--- src/rtl/hd_pkg.sv ---
// Shared definitions for the HD handshake stage and its downstream elastic buffer.
package hd_pkg;

    localparam int unsigned HD_DATA_WIDTH_DEF = 16;

    typedef logic [HD_DATA_WIDTH_DEF-1:0] hd_word_t;

    // Pointer carries one extra wrap bit above the storage index.
    function automatic int unsigned hd_ptr_w(input int unsigned depth);
        return $clog2(depth) + 1;
    endfunction

endpackage

--- src/rtl/hd_fifo_ptr.sv ---
// Wrap-bit pointer counter for hd_fifo; wraps modulo 2**PW (= 2*DEPTH).
module hd_fifo_ptr #(
    parameter int unsigned PW = 3
) (
    input  logic          clk,
    input  logic          rst,
    input  logic          inc,
    output logic [PW-1:0] ptr
);

    always_ff @(posedge clk or negedge rst) begin
        if (!rst) begin
            ptr <= '0;
        end else if (inc) begin
            ptr <= ptr + PW'(1);
        end
    end

endmodule

--- src/rtl/hd_fifo.sv ---
// First-word-fall-through elastic buffer behind the HD stage.
// Define HD_FIFO_LEVEL_EN to add the registered occupancy output `level`.
module hd_fifo
    import hd_pkg::*;
#(
    parameter int unsigned DATA_WIDTH = HD_DATA_WIDTH_DEF,
    parameter int unsigned DEPTH      = 4
) (
    input  logic                          clk,
    input  logic                          rst,
    input  logic                          valid,
    input  logic [DATA_WIDTH-1:0]         data_src,
    output logic                          ready_output,
    output logic                          valid_output,
    output logic [DATA_WIDTH-1:0]         data_dest,
    input  logic                          ready
`ifdef HD_FIFO_LEVEL_EN
    ,
    output logic [hd_ptr_w(DEPTH)-1:0]    level
`endif
);

    localparam int unsigned PW = hd_ptr_w(DEPTH);
    localparam int unsigned AW = PW - 1;

    logic [DATA_WIDTH-1:0] mem [DEPTH];
    logic [PW-1:0]         wp;
    logic [PW-1:0]         rp;
    logic                  full;
    logic                  empty;
    logic                  push;
    logic                  pop;

    assign empty = (wp == rp);
    assign full  = (wp[AW-1:0] == rp[AW-1:0]) && (wp[AW] != rp[AW]);

    assign ready_output = rst && !full;
    assign valid_output = !empty;
    assign data_dest    = mem[rp[AW-1:0]];

    assign push = valid && ready_output;
    assign pop  = valid_output && ready;

    hd_fifo_ptr #(.PW(PW)) u_wp (
        .clk (clk),
        .rst (rst),
        .inc (push),
        .ptr (wp)
    );

    hd_fifo_ptr #(.PW(PW)) u_rp (
        .clk (clk),
        .rst (rst),
        .inc (pop),
        .ptr (rp)
    );

    // Storage is cleared on reset so data_dest reads 0 while the buffer is reset.
    always_ff @(posedge clk or negedge rst) begin
        if (!rst) begin
            for (int unsigned i = 0; i < DEPTH; i++) begin
                mem[i] <= '0;
            end
        end else if (push) begin
            mem[wp[AW-1:0]] <= data_src;
        end
    end

`ifdef HD_FIFO_LEVEL_EN
    always_ff @(posedge clk or negedge rst) begin
        if (!rst) begin
            level <= '0;
        end else if (push && !pop) begin
            level <= level + PW'(1);
        end else if (pop && !push) begin
            level <= level - PW'(1);
        end
    end
`endif

endmodule

--- config.mk ---
export PLATFORM = sky130hd
export DESIGN_NAME = hd_fifo
export DESIGN_NICKNAME = d
export VERILOG_FILES = /design/src/rtl/hd_pkg.sv /design/src/rtl/hd_fifo_ptr.sv /design/src/rtl/hd_fifo.sv
export SDC_FILE = /design/constraint.sdc
export NUM_CORES = 1
export LEC_CHECK = 0
export ABC_AREA = 1
export BUFFER_PORTS_ARGS = -buffer_cell sky130_fd_sc_hd__buf_2
export CAP_MARGIN = 30
export CORE_AREA = 2 2 120 87
export DETAILED_ROUTE_END_ITERATION = 7
export DIE_AREA = 0 0 122 89
export GPL_TIMING_DRIVEN = 0
export PLACE_DENSITY = 0.55
export SYNTH_ARGS = -nofsm -noshare
export SYNTH_HDL_FRONTEND = slang
export SYNTH_SLANG_ARGS = --single-unit
--- constraint.sdc ---
create_clock -name clk -period 4.26 [get_ports clk]
set_clock_uncertainty 0.1 [all_clocks]
set_input_delay 0.852 -clock clk [delete_from_list [all_inputs] [get_ports clk]]
set_output_delay 0.852 -clock clk [all_outputs]
set_load 0.02 [all_outputs]
==> flow_metrics.py, run 1 <==
metrics = {
    "status": {
        "outcome": "finished, final reports clean",
    },
    "die": {
        "row_count": 30,
        "die_h_um": 89,
        "ios": 38,
        "initial_core_util_pct": 34.58,
        "core_area_um2": 9572,
        "dieArea_um2": 10860,
        "die_w_um": 122,
    },
    "global_routing": {
        "grt_pass1_vias": 2896,
        "antenna_found_initial": 0,
        "grt_pass1_wl_mm": 15.57,
        "grt_usage_pct": 19.28,
        "grt_max_degree": 54,
        "overflow": 0,
    },
    "critical_path": {
        "r2r_start": "u_rp.ptr[1]$_DFFE_PN0P_",
        "crit_required_ns": 3.31,
        "startpoint": "u_rp.ptr[0]$_DFFE_PN0P_",
        "regToRegSetupSlack_ns": 2.31,
        "worstPathCellList": "buf_4 -> inv_2 -> clkbuf_1 -> o21ai_0 -> o22ai_1 -> buf_2",
        "worst-setup-path-type": "reg2out",
        "slowest_stage": "clkbuf_1",
        "worst_ep_arrival_time_ns": 2.04,
        "r2r_cells": 9,
        "reg2reg_to": "mem[48]$_DFFE_PN0P_",
        "end_kind": "output pin",
        "crit_path_end": "data_dest[1]",
        "startpoint_type": "flip-flop",
        "critPathMaxFanout": 10,
        "max_stage_delay_ns": 0.53,
    },
    "clock_network": {
        "cts_tree": "done",
        "cts_buffers": 9,
        "postCtsHoldBufs": 0,
        "cts_setup_buffers": 0,
        "numClockSinks": 70,
        "clock_latency_ns": 0.33,
        "clockBufferDepth": 2,
        "cts_root_buf": "clkbuf_16",
        "cts_max_level": 3,
        "postCtsResizedCells": 0,
        "clk_pin_slew_ns": 0.05,
    },
    "drt": {
        "dr.first_iter.drc_count": 217,
        "remaining_drc_errors": 0,
        "avgRoutedWirePerCell_um": 15.43,
        "viasPerCell": 4.851,
        "ant_nets": 0,
        "dr.pass1.iters": 5,
        "wirelength_mm": 9.211,
        "num_vias": 2896,
    },
    "cells_and_area": {
        "final_cells": 597,
        "final_cell_mix": "nand2_1, dfrtp_1, buf_2",
        "antenna_cells": 0,
        "fin_nets": 489,
        "multiInputGateArea_um2": 1399,
        "final-seq-area_um2": 1752,
        "nFillCells": 999,
        "area_delta_synth_final_pct": 20.11,
        "drive_gt1_share_pct": 15.99,
        "fin_area_um2": 3975,
        "final_common_cell": "nand2_1",
    },
    "synth": {
        "muxShareOfSynthArea_pct": 0,
        "synth_fa_ha_area_share_pct": 1.890,
        "synth_seq_cells": 70,
        "synth.avg_cell_area_um2": 7.975,
        "ys_seq_area_share_pct": 52.93,
        "syn-num-nets": 440,
        "yosysWarnings": 0,
        "synthXorXnorAreaFrac_pct": 0.5293,
        "yosys.area_share.simple_pct": 31.68,
        "ys_types": 21,
        "syn_area_um2": 3309,
        "synth_compound_area_share_pct": 8.166,
        "synth_top_family_by_area": "simple AND/OR/NAND/NOR gates",
        "synthCells": 415,
    },
    "sta": {
        "rsz0062_at_grt": "no",
        "period_needed_ns": 2.993,
        "period_share_pct": 70.27,
        "drv_slew": 0,
        "tns_ns": 0,
        "maxSlewHeadroom_pct": 55.72,
        "max_freq_ghz": 0.3341,
        "timing.final.ws_setup_ns": 1.267,
        "setup_viol": 0,
        "hold_viol_final": 0,
        "worst_slew_pin_slew_ns": 0.6642,
    },
    "power": {
        "power.total_mw": 3.309,
        "p_leak_nw": 2.073,
        "power_density_nw_per_um2": 832.4,
        "ir_worst_vdd_mv": 0.3658,
    },
    "min_path": {
        "min_path_type": "in2async",
    },
    "place": {
        "routabilityCongestion": 0.7899,
        "hpwl_mm": 6.229,
        "port_buffers": 37,
        "dp_slack_ns": 1.222,
        "dp.cells": 581,
        "placed_cell_area_um2": 3685,
    },
    "job": {
        "drv_cap": 0,
    },
}
-- state kept, by name (all words and copies together), names as in the netlist --
name and flops:
mem 64, u_wp.ptr 3, u_rp.ptr 3
-- worst max-delay path, delay by kind of cell, from the launching register on --
family          cells  cell delay [ns]
compound gates      2             0.35
buf+inv             4             0.98
flops               1             0.37
-- cell type report --
type / count / area share, %
Tap cell: 128 / 4.029
Timing Repair Buffer: 38 / 5.414
Clock inverter: 7 / 1.637
Sequential cell: 70 / 44.07
Buffer: 19 / 2.864
Inverter: 12 / 1.133
Clock buffer: 9 / 5.666
Multi-Input combinational cell: 314 / 35.19
-- kinds of logic after synthesis --
logic type / count (synthesis)
flip-flops: 70
AND/OR/NAND/NOR: 257
adder cells (fa/ha/maj): 5
XOR/XNOR: 2
AO/OA/AOI/OAI: 50
buffers and inverters: 31
-- how the worst min path moves through the flow --
stage,from,end,slack (ns),cells after the start
floorplan,mem[16]$_DFFE_PN0P_,mem[16]$_DFFE_PN0P_,0.34,2
global placement,mem[40]$_DFFE_PN0P_,mem[40]$_DFFE_PN0P_,0.36,2
detailed placement,mem[39]$_DFFE_PN0P_,mem[39]$_DFFE_PN0P_,0.36,2
CTS,rst,mem[5]$_DFFE_PN0P_,0.30,1
global route,rst,mem[41]$_DFFE_PN0P_,0.31,1
finish,rst,mem[53]$_DFFE_PN0P_,0.30,1
-- cell usage after synthesis (all sizes together) --
cell type	number	area, um2
nand3	4	45.04
nor2	36	165.2
o21ai	34	170.2
xnor2	1	8.760
clkbuf	8	30.03
nand4	5	37.53
dfrtp	70	1752
inv	12	45.05
xor2	1	8.760
o22ai	16	100.1
ha	5	62.56
nand2	212	800.8
buf	11	83.82
-- stage by stage --
stage / util [%] / hold slack (ns)
floorplan: - / 0.3436
global placement: 38.18 / 0.3579
global route: 41.53 / 0.3132
CTS: 41.53 / 0.3039
finish: 41.53 / 0.3011
detailed placement: 38.50 / 0.3598
-- power by group --
| part | total [mW] | leakage (nW) | internal [mW] | switching (mW) |
|---|---|---|---|---|
| Combinational | 1.44 | 1.06 | 0.486 | 0.950 |
| Clock | 0.735 | 0.141 | 0.448 | 0.286 |
| Sequential | 1.14 | 0.877 | 0.970 | 0.169 |
-- layer usage --
layer	wire (um)	part of all wire, %	track usage [%]
met1	4631	50	27.78
met2	3914	42	29.10
met3	550	6.0	4.528
met4	115	1.2	5.643
met5	0	0	0
Note: power is estimated with default switching activity, not from simulation.
==> run 2, diff against run 1 <==
- PLACE_DENSITY: 0.55 -> 0.57
- clock period: 4.26 -> 2.45 ns (I/O delays scaled with it)
==> run 2 against run 1 <==
  * First-iteration DRC count down 8.8%
  * Largest power group unchanged
  * Sequential share of layout area unchanged
  * Final cell count up 0.17%
==> flow_metrics.py, run 2 (same netlist as run 1, synthesis figures left out) <==
metrics = {
    "critical_path": {
        "crit_required_ns": 1.86,
        "r2r_start": "u_rp.ptr[1]$_DFFE_PN0P_",
        "startpoint_type": "flip-flop",
        "worst_ep_arrival_time_ns": 1.77,
        "critPathMaxFanout": 10,
        "startpoint": "u_rp.ptr[0]$_DFFE_PN0P_",
        "worst-setup-path-type": "reg2out",
        "end_kind": "output pin",
    },
    "global_routing": {
        "grt_pass1_wl_mm": 15.14,
        "antenna_found_initial": 0,
        "grt_pass1_vias": 2846,
        "grt_max_degree": 67,
        "overflow": 0,
        "grt_usage_pct": 18.92,
    },
    "sta": {
        "hold_viol_final": 0,
        "worst_slew_pin_slew_ns": 0.4174,
        "setup_viol": 0,
        "drv_slew": 0,
        "period_needed_ns": 2.362,
        "period_share_pct": 96.41,
        "timing.final.ws_setup_ns": 0.08803,
        "maxSlewHeadroom_pct": 72.09,
        "fin_hold_ws_ns": 0.05608,
        "max_freq_ghz": 0.4234,
        "rsz0062_at_grt": "no",
    },
    "job": {
        "drv_cap": 0,
    },
    "drt": {
        "avgRoutedWirePerCell_um": 15.42,
        "dr.pass1.iters": 5,
        "wirelength_mm": 9.223,
        "viasPerCell": 4.766,
        "ant_nets": 0,
        "num_vias": 2850,
        "dr.first_iter.drc_count": 198,
        "remaining_drc_errors": 0,
    },
    "die": {
        "core_area_um2": 9572,
        "die_h_um": 89,
        "dieArea_um2": 10860,
        "row_count": 30,
        "ios": 38,
        "initial_core_util_pct": 34.58,
        "die_w_um": 122,
    },
    "place": {
        "hpwl_mm": 6.196,
        "port_buffers": 37,
        "placed_cell_area_um2": 3685,
        "routabilityCongestion": 0.7942,
        "dp.cells": 581,
        "dp_slack_ns": -0.0004778,
    },
    "cells_and_area": {
        "largest_reg_flops": 64,
        "final_common_cell": "nand2_1",
        "antenna_cells": 0,
        "final_cells": 598,
        "drive_gt1_share_pct": 17.45,
        "nFillCells": 983,
        "regMostFlops": "mem",
        "fin_nets": 490,
        "top_regs": "mem x64, u_rp.ptr x3, u_wp.ptr x3",
        "final_cell_mix": "nand2_1, dfrtp_1, buf_2",
        "area_delta_synth_final_pct": 20.11,
        "fin_area_um2": 3975,
    },
    "clock_network": {
        "clk_pin_slew_ns": 0.05,
        "cts_tree": "done",
        "cts_max_level": 3,
        "cts_root_buf": "clkbuf_16",
        "clock_latency_ns": 0.33,
        "cts_buffers": 9,
        "numClockSinks": 70,
        "clockBufferDepth": 2,
    },
    "power": {
        "power_frac_seq_pct": 34.9,
        "power.total_mw": 5.683,
        "p_int_mw": 3.257,
        "p_switching_mw": 2.426,
        "power_density_nw_per_um2": 1430,
        "ir_worst_vdd_mv": 0.4862,
        "switching_share_pct": 42.69,
        "p_leak_nw": 2.099,
        "p_clk_share_pct": 20.7,
        "p_comb_share_pct": 44.4,
    },
    "status": {
        "outcome": "finished, final reports clean",
    },
    "min_path": {
        "min_path_type": "in2async",
    },
}
## run 2: cell count changes in the layout (fill, tap and decap cells not counted), sizes merged
| cell | change |
|---|---|
| clkinvlp | -2 |
| buf | +1 |
| bufinv | -1 |
| clkbuf | +1 |
| clkinv | +1 |
| dlygate4sd3 | +1 |
## run 2: metal layers
layer | share of wire [%] | up-vias | track usage (%)
met5 | 0 | - | 0
met4 | 0.61 | 0 | 4.702
met3 | 5.5 | 4 | 5.548
met2 | 41 | 69 | 28.39
met1 | 53 | 1368 | 27.02
li1 | - | 1409 | -
## run 2: area by class of cell
cell class	instances	area (um2)	share of cell area (%)
Clock inverter	5	25.02	0.6295
Sequential cell	70	1752	44.07
Tap cell	128	160.2	4.029
Inverter	12	45.04	1.133
Clock buffer	11	242.7	6.106
Buffer	19	126.4	3.179
Timing Repair Buffer	39	225.2	5.666
Multi-Input combinational cell	314	1399	35.19
## run 2: path summary, 6_finish.rpt
kind	end	slack (ns)	cells past startpoint
worst min register to register	mem[16]$_DFFE_PN0P_	0.38	2
max in group asynchronous	mem[6]$_DFFE_PN0P_	1.57	2
worst max-delay path	data_dest[4]	0.09	6
worst max register to register	mem[25]$_DFFE_PN0P_	0.48	9
worst min-delay path	u_rp.ptr[2]$_DFFE_PN0P_	0.06	2
min in group clk	mem[57]$_DFFE_PN0P_	0.30	3
## run 2: metrics by stage
stage             TNS, ns  util (%)
2_1_floorplan           0         -
5_1_grt                 0     41.53
6_report                0     41.53
3_3_place_gp       -43.80     38.18
3_5_place_dp   -0.0004778     38.50
4_1_cts                 0     41.49
## run 2: repair_timing
action / in CTS / in global routing
hold buffers: 1 / 0
buffers inserted: 0 / 0
endpoints found under the hold margin: 5 / 0
resized for setup: 7 / 5
endpoints found under the setup margin: 16 / 10
## run 2: worst max-delay path, stage by stage (launching register included)
cell	delay [ns]
dfrtp_1	0.38
buf_4	0.17
inv_2	0.10
buf_2	0.29
nor2_1	0.08
o22ai_1	0.22
buf_2	0.21
## run 2: power groups by stage
| stage | clock, mW | sequential (mW) | combinational, mW |
|---|---|---|---|
| after CTS | 1.22 | 1.98 | 2.53 |
| after floorplan | 0 | 1.91 | 1.75 |
| after detailed placement | 0 | 1.99 | 2.50 |
| after global routing | 1.26 | 2.04 | 2.84 |
| after global placement | 0 | 1.97 | 2.45 |
| final | 1.18 | 1.98 | 2.52 |
==> run 3, diff against run 2 <==
- CORE_AREA: 2 2 120 87 -> 2 2 119 86
- DIE_AREA: 0 0 122 89 -> 0 0 121 88
- PLACE_DENSITY: 0.57 -> 0.58
- SYNTH_HIERARCHICAL: not set -> 1
==> run 3 against run 2 <==
  * Register-to-register slack worse by 0.10 ns
  * Clock power is essentially flat
  * Sequential cell count did not move
  * Worst setup slack better by 0.0065 ns
  * First-iteration DRC count increased by 60%
==> flow_metrics.py, run 3 <==
metrics = {
    "critical_path": {
        "crit_required_ns": 1.86,
        "r2r_cells": 9,
        "startpoint_type": "flip-flop",
        "critPathMaxFanout": 11,
        "r2r_start": "u_rp/ptr[0]$_DFFE_PN0P_",
        "end_kind": "output pin",
        "worst_ep_arrival_time_ns": 1.77,
        "worst-setup-path-type": "reg2out",
        "regToRegSetupSlack_ns": 0.38,
        "reg2reg_to": "mem[11]$_DFFE_PN0P_",
    },
    "synth": {
        "yosysWarnings": 6,
        "yosysMostFrequentCell": "nand2_1",
        "ys_seq_area_share_pct": 53.41,
        "synthCells": 420,
        "synth_seq_cells": 70,
        "async_flop_share_pct": 100.0,
        "ys_types": 19,
        "synth_top_area_cell": "dfrtp_1",
        "syn_area_um2": 3279,
        "synth_top_flop_cell": "dfrtp_1",
        "synth_enable_flop_cells": 0,
        "synthTopCellsByArea": "dfrtp_1, nand2_1, o21ai_0, nor2_1, o22ai_1",
        "synth_top_area_share_pct": 53.41,
        "synth.avg_cell_area_um2": 7.808,
        "synth.top_cells.by_count": "nand2_1, dfrtp_1, nor2_1",
        "syn-num-nets": 442,
    },
    "sta": {
        "rsz0062_at_grt": "no",
        "worst_slew_pin_slew_ns": 0.6573,
        "setup_viol": 0,
        "max_freq_ghz": 0.4245,
        "hold_viol_final": 0,
        "timing.final.ws_setup_ns": 0.09454,
        "drv_slew": 0,
        "tns_ns": 0,
        "period_share_pct": 96.14,
        "maxSlewHeadroom_pct": 56.03,
        "period_needed_ns": 2.355,
    },
    "drt": {
        "num_vias": 2956,
        "dr.first_iter.drc_count": 317,
        "avgRoutedWirePerCell_um": 14.90,
        "dr.pass1.iters": 4,
        "wl_met3_um": 661,
        "viasPerCell": 4.910,
        "dr_wl_met2_mm": 3.605,
        "wirelength_mm": 8.970,
        "ant_nets": 0,
        "top_layer": "met4",
        "remaining_drc_errors": 0,
        "drt-met1-wl_mm": 4.604,
    },
    "power": {
        "p_leak_nw": 2.101,
        "power.total_mw": 5.756,
        "ir_worst_vdd_mv": 0.4645,
        "power_density_nw_per_um2": 1456,
    },
    "place": {
        "dp_slack_ns": 0.1565,
        "port_buffers": 37,
        "hpwl_mm": 5.922,
        "routabilityCongestion": 0.7946,
    },
    "clock_network": {
        "clk_pin_slew_ns": 0.05,
        "clockBufferDepth": 2,
        "numClockSinks": 70,
        "cts_tree": "done",
        "cts_buffers": 9,
        "clock_latency_ns": 0.33,
        "cts_max_level": 3,
        "cts_root_buf": "clkbuf_16",
    },
    "cells_and_area": {
        "nFillCells": 987,
        "area_delta_synth_final_pct": 20.53,
        "top_regs": "mem x64, u_rp/ptr x3, u_wp/ptr x3",
        "final_core_util_pct": 41.62,
        "fin_nets": 492,
        "drive_gt1_share_pct": 16.24,
        "largest_reg_flops": 64,
        "antenna_cells": 0,
        "final_cell_mix": "nand2_1, dfrtp_1, buf_2",
        "final_common_cell": "nand2_1",
        "regMostFlops": "mem",
    },
    "die": {
        "die_w_um": 121,
        "initial_core_util_pct": 34.53,
        "ios": 38,
        "row_count": 30,
        "core_area_um2": 9497,
        "dieArea_um2": 10650,
        "die_h_um": 88,
    },
    "global_routing": {
        "grt_usage_pct": 18.74,
        "grt_max_degree": 64,
        "antenna_found_initial": 0,
        "overflow": 0,
        "grt_pass1_vias": 2813,
        "grt_pass1_wl_mm": 15.04,
    },
    "status": {
        "outcome": "finished, final reports clean",
    },
    "min_path": {
        "min_path_type": "in2async",
    },
    "job": {
        "drv_cap": 0,
    },
}
[run 3: cell types whose count changed in the layout (fill, tap and decap cells not counted), moves of 3 or more]
| cell | change |
|---|---|
| nor2_1 | +3 |
| clkinv_2 | -4 |
| ha_1 | -3 |
| inv_1 | +7 |
[run 3: worst max path at each step]
| stage | to | slack (ns) | startpoint | depth (start not counted) |
|---|---|---|---|---|
| finish | data_dest[3] | 0.09 | u_rp/ptr[1]$_DFFE_PN0P_ | 5 |
| floorplan | data_dest[10] | 0.53 | u_rp/ptr[0]$_DFFE_PN0P_ | 5 |
| global placement | mem[13]$_DFFE_PN0P_ | -0.96 | rst | 5 |
| CTS | data_dest[6] | 0.01 | u_rp/ptr[1]$_DFFE_PN0P_ | 5 |
| detailed placement | data_dest[3] | 0.16 | u_rp/ptr[0]$_DFFE_PN0P_ | 6 |
| global route | data_dest[7] | 0.005 | u_rp/ptr[1]$_DFFE_PN0P_ | 5 |
[run 3: layer usage]
layer	GRT usage, %	vias to the layer above
met5	0	-
met4	5.497	0
met3	5.990	9
met2	25.59	105
met1	28.09	1423
li1	-	1419
[run 3: kinds of logic after synthesis]
group                      after synthesis  share of synthesized area, %
AOI/OAI and AO/OA                       50                         8.241
xor gates and xnor gates                 2                        0.5342
adders and majority gates                2                        0.7629
buffers and inverters                   36                         5.227
DFF                                     70                         53.41
and+or+nand+nor                        260                         31.82
[run 3: cell type report]
class                           instances  area [um2]  share of cell area (%)
Clock buffer                           14       264.0                   6.679
Tap cell                              128       160.2                   4.052
Sequential cell                        70        1753                   44.35
Timing Repair Buffer                   39       227.7                   5.761
Buffer                                 17       115.1                   2.912
Multi-Input combinational cell        314        1356                   34.31
Clock inverter                          1       5.005                  0.1266
Inverter                               19       71.32                   1.804
[run 3: power by group]
part / total [mW] / switching [mW] / internal, mW
Combinational: 2.50 / 1.63 / 0.873
Clock: 1.19 / 0.454 / 0.734
Sequential: 2.07 / 0.348 / 1.72
[run 3: critical path: stages (launching register included)]
cell and delay [ns]:
dfrtp_2 0.50, inv_2 0.18, buf_2 0.25, o21ai_0 0.13, o22ai_1 0.17, buf_2 0.21
[run 3: metrics by stage]
stage / cells / hold slack [ns] / cell area [um2]
final: 602 / 0.05215 / 3953
after global routing: 602 / 0.06704 / 3953
after CTS: 602 / 0.06743 / 3944
after detailed placement: 586 / 0.2675 / 3655
after global placement: 585 / 0.3562 / 3625
after floorplan: 420 / 0.09441 / 3279
[run 3: repair_timing]
action                                 4_1_cts  5_1_grt
setup buffers                                0        0
setup endpoints to repair                   16       15
resized for setup                            8        9
hold buffers                                 1        0
endpoints found under the hold margin       13        0
